`src/rtl/out_ram_reader.sv`:
```
// out_ram_reader: drains the multiplier's output RAM after a computation pass.
// Reads addresses 0..NUM_WORDS-1 in order (one registered RAM read per word),
// presents each word on a valid/ready stream, then pulses done and goes idle.
// All stream/RAM control outputs decode from the state and index registers,
// so nothing on the outputs depends combinationally on an input.
module out_ram_reader #(
  parameter int ADDR_WIDTH = 3,
  parameter int DATA_WIDTH = 32,
  parameter int NUM_WORDS  = 8
) (
  input  logic                  clk,
  input  logic                  rst,
  input  logic                  start,
  output logic                  rd_en,
  output logic [ADDR_WIDTH-1:0] rd_addr,
  input  logic [DATA_WIDTH-1:0] rd_data,
  output logic [DATA_WIDTH-1:0] out_data,
  output logic                  out_valid,
  input  logic                  out_ready,
  output logic                  out_last,
  output logic                  busy,
  output logic                  done
);

  typedef enum logic [2:0] {
    IDLE  = 3'd0,
    ISSUE = 3'd1,
    WAIT  = 3'd2,
    SEND  = 3'd3,
    DONE  = 3'd4
  } state_t;

  // Index of the final word of a pass, in the counter's own width.
  localparam logic [ADDR_WIDTH:0] LAST_IDX = (ADDR_WIDTH + 1)'(NUM_WORDS - 1);
  localparam logic [ADDR_WIDTH:0] IDX_ONE  = (ADDR_WIDTH + 1)'(1);

  state_t              state;
  state_t              state_next;
  logic [ADDR_WIDTH:0] idx;
  logic [ADDR_WIDTH:0] idx_next;
  logic                is_last;

  assign is_last = (idx == LAST_IDX);

  // State and word-counter registers; reset aborts any pass in flight.
  always_ff @(posedge clk) begin
    if (rst) begin
      state <= IDLE;
      idx   <= '0;
    end else begin
      state <= state_next;
      idx   <= idx_next;
    end
  end

  // Capture RAM read data in WAIT (data is valid the cycle after rd_en) and
  // hold it through SEND so the stream word stays stable under backpressure.
  always_ff @(posedge clk) begin
    if (rst) begin
      out_data <= '0;
    end else if (state == WAIT) begin
      out_data <= rd_data;
    end else begin
      out_data <= out_data;
    end
  end

  // Next-state and counter logic; start is only looked at in IDLE.
  always_comb begin
    state_next = state;
    idx_next   = idx;
    case (state)
      IDLE: begin
        idx_next = '0;
        if (start) begin
          state_next = ISSUE;
        end else begin
          state_next = IDLE;
        end
      end
      ISSUE: begin
        state_next = WAIT;
      end
      WAIT: begin
        state_next = SEND;
      end
      SEND: begin
        if (out_ready && is_last) begin
          state_next = DONE;
        end else if (out_ready) begin
          idx_next   = idx + IDX_ONE;
          state_next = ISSUE;
        end else begin
          state_next = SEND;
        end
      end
      DONE: begin
        state_next = IDLE;
      end
      default: begin
        state_next = IDLE;
        idx_next   = '0;
      end
    endcase
  end

  // Output decode from registered state/index only; rd_addr is zero outside ISSUE.
  always_comb begin
    rd_en     = 1'b0;
    rd_addr   = '0;
    out_valid = 1'b0;
    out_last  = 1'b0;
    busy      = 1'b1;
    done      = 1'b0;
    case (state)
      IDLE: begin
        busy = 1'b0;
      end
      ISSUE: begin
        rd_en   = 1'b1;
        rd_addr = idx[ADDR_WIDTH-1:0];
      end
      WAIT: begin
        rd_en = 1'b0;
      end
      SEND: begin
        out_valid = 1'b1;
        out_last  = is_last;
      end
      DONE: begin
        done = 1'b1;
      end
      default: begin
        busy = 1'b0;
      end
    endcase
  end

endmodule

```
`config.mk`:
```
export PLATFORM = sky130hd
export DESIGN_NAME = out_ram_reader
export DESIGN_NICKNAME = d
export VERILOG_FILES = /design/src/rtl/out_ram_reader.sv
export SDC_FILE = /design/constraint.sdc
export NUM_CORES = 1
export LEC_CHECK = 0
export ABC_CLOCK_PERIOD_IN_PS = 2900
export BUFFER_PORTS_ARGS = -buffer_cell sky130_fd_sc_hd__buf_2
export CAP_MARGIN = 40
export CORE_ASPECT_RATIO = 0.6
export CORE_MARGIN = 2
export CORE_UTILIZATION = 34
export CTS_BUF_LIST = sky130_fd_sc_hd__clkbuf_4 sky130_fd_sc_hd__clkbuf_8 sky130_fd_sc_hd__clkbuf_16
export DETAILED_ROUTE_END_ITERATION = 10
export PLACE_DENSITY = 0.59
export REMOVE_ABC_BUFFERS = 1
export SLEW_MARGIN = 25
export SYNTH_ARGS = -nofsm -noshare
export SYNTH_HDL_FRONTEND = slang
export SYNTH_SLANG_ARGS = --single-unit
export TNS_END_PERCENT = 100
```
`constraint.sdc`:
```
create_clock -name clk -period 2.9 [get_ports clk]
set_clock_uncertainty 0.2 [all_clocks]
set_input_delay 0.58 -clock clk [delete_from_list [all_inputs] [get_ports clk]]
set_output_delay 0.58 -clock clk [all_outputs]
set_load 0.005 [all_outputs]
```
==> run_results.csv <==
group,metric,value,unit
critical_path,r2r-start,"state[1]",
placed_design,port_buffers,75,
timing,tightestPinTransition,0.766,ns
timing,hold_ws,0.254,ns
floorplan,core,4210,sq um
synth,netlist_area,1540,sq um
layout,areaGrowthSynthToFinish,32.1,%
critical_path,cp-start-kind,"register",
clock_network,clkLatencyLatePin,0.28,ns
critical_path,rr_worst_depth,4,
pwr,power.leakage,0.928,nW
pwr,finalPower,1.11,mW
floorplan,die_w,90.8,microns
grt,antenna_found_initial,0,
critical_path,critPathCaptureType,"primary output",
layout,final_util,48.2,%
clock_network,clock_path_buffers,2,
synth,yosysWarningCount,0,
route,wl_per_cell,11.6,microns
route,drt_pass1_iterations,4,
grt,grt_max_degree,43,
timing,tns,0,ns
layout,drive_above_1_share,34.0,%
floorplan,core.rowCount,18,
pwr,peakVddDrop,0.000221,V
grt,grt_remaining_overflow,0,
timing,rsz0062_at_grt,"no",
worst_hold_path,min_path_cells,2,
outcome,run_status,"complete, no violations",
placed_design,placed_cell_area,1940,sq um
layout,nets,299,
timing,hold_viol_final,0,
critical_path,critical_path_required,2.12,ns
layout,stdcell_count,322,
timing,fmax,468,MHz
timing,slew_headroom,49.0,%
worst_hold_path,min_from,"out_data[25]",
timing,fin_ws,0.762,ns
route,drtIter0Drc,48,
timing,setup_viol,0,
route,drt_wl_total,3.72,mm
placed_design,place_ws,1.02,ns
floorplan,initial_core_util,36.5,%
route,ant_nets,0,
critical_path,cp_slowest_stage_delay,0.43,ns
floorplan,ios,76,
flow_run,cap_violations,0,
clock_network,htree_levels,2,
route,drc,0,
placed_design,dp.cells,315,
clock_network,post_cts_buffers,0,
timing,period_needed,2.14,ns
critical_path,path_class,"register to primary output",
floorplan,die_h,56.1,microns
route,vias,1456,
floorplan,dieArea,5090,sq um
placed_design,hpwl,2.65,mm
timing,drv_slew,0,
synth,ys_types,30,
critical_path,ff2ff_setup_slack,1.06,ns
clock_network,clk_pin_slew,0.07,ns
synth,netlist_instances,191,
critical_path,crit_chain,"or3_4 > and2_1 > buf_2",
worst_hold_path,min_path_type,"register to register",
pwr,p_per_area,549,nW/um^2
route,vias_per_cell,4.52,
clock_network,tritoncts,"built",
synth,syn_area_per_cell,8.04,sq um
grt,grtUsageTotal,14.7,%
critical_path,crit_arrival,1.36,ns
grt,grt_pass1_vias,1236,
clock_network,cts_resized,0,
worst_hold_path,hold_path_end,"out_data[25]",
critical_path,rr_endpoint,"out_data[13]",
layout,insertedDiodeCount,0,
grt,grt_pass1_wl,5.84,mm
critical_path,cp_slowest_cell,"or3_4",
placed_design,gp_congestion,0.781,
clock_network,cts_buffers,5,
timing,fin_crit_sh,73.7,%
clock_network,postCtsHoldBufs,0,
clock_network,cts.sinks,39,
clock_network,clockRootBuffer,"clkbuf_8",
synth,seq_area_frac_synth,50.9,%
layout,fin_area,2030,sq um
synth,ys_ff_latch,39,
critical_path,critPathMaxFanout,8,
## registers in the layout, indices dropped and copies added, names as in the netlist
signal,count
state,3
out_data,32
idx,4
## per-layer routing
metal / GRT usage [%] / up-vias / routed length (microns)
met5: 0 / - / 0
met4: 6.59 / 0 / 46
met3: 8.94 / 6 / 449
met2: 17.9 / 60 / 1350
met1: 19.9 / 626 / 1880
li1: - / 764 / -
## cell usage after synthesis
cell | n | share of area, %
nand2_1 | 67 | 16
dfxtp_1 | 39 | 51
a21oi_1 | 33 | 11
clkbuf_1 | 8 | 2.0
and2_1 | 6 | 2.4
nor2_1 | 5 | 1.2
inv_1 | 4 | 0.98
buf_2 | 3 | 0.98
nand3_1 | 3 | 0.98
nor3_1 | 3 | 0.98
a211o_2 | 1 | 0.65
and2_0 | 1 | 0.41
and4b_1 | 1 | 0.65
buf_1 | 1 | 0.24
buf_6 | 1 | 0.73
ha_1 | 1 | 0.81
mux2i_1 | 1 | 0.65
nand2_4 | 1 | 0.73
nand3b_1 | 1 | 0.49
nand4_1 | 1 | 0.41
nor3b_1 | 1 | 0.49
nor4b_1 | 1 | 0.57
o211ai_4 | 1 | 1.4
o21a_1 | 1 | 0.49
o21ai_1 | 1 | 0.33
o31ai_1 | 1 | 0.49
o32ai_1 | 1 | 0.57
o41ai_2 | 1 | 1.1
or3_4 | 1 | 0.73
or3b_1 | 1 | 0.57
## layout by cell type, fill, tap and decap left out, types with 2 or more instances in the layout
master,instances
a21oi_1,33
and2_1,6
buf_2,75
buf_4,2
clkbuf_8,6
dfxtp_1,39
inv_1,4
nand2_1,67
nand3_1,3
nor2_1,5
nor3_1,3
## worst max-delay path, delay by kind of cell, from the launching register on
family / cells / cell delay [ns]
AND/OR/NAND/NOR: 2 / 0.59
flip-flops: 1 / 0.37
buffers and inverters: 1 / 0.12
## cells by family after synthesis
group | synth area share, %
buf+inv | 4.89
fa+ha+maj | 0.815
simple gates | 27.1
mux | 0.652
compound gates | 15.7
flops | 50.9
## report_power, final
group | switching (mW) | internal [mW] | total, mW
registers | 0.0201 | 0.567 | 0.587
logic | 0.0924 | 0.0742 | 0.167
clock network | 0.174 | 0.186 | 0.360
total | 0.287 | 0.828 | 1.11
## how the worst max path moves through the flow
stage | startpoint | end | slack (ns)
2_1_floorplan | state[0] | rd_addr[0] | 1.19
3_3_place_gp | state[1] | out_data[31] | 1.06
3_5_place_dp | state[1] | out_data[9] | 1.02
4_1_cts | state[2] | busy | 0.74
5_1_grt | state[0] | rd_addr[2] | 0.58
6_report | state[2] | busy | 0.76
## area by class of cell
cell class / count / area, sq um
fillers: 442 / 2180
repair buffers: 77 / 390
well taps: 60 / 75.1
clock inverters: 1 / 5.00
inverters: 4 / 15.0
multi-input cells: 135 / 679
clock buffers: 6 / 82.6
flip-flops and latches: 39 / 781
Note: power is estimated with default switching activity, not from simulation.
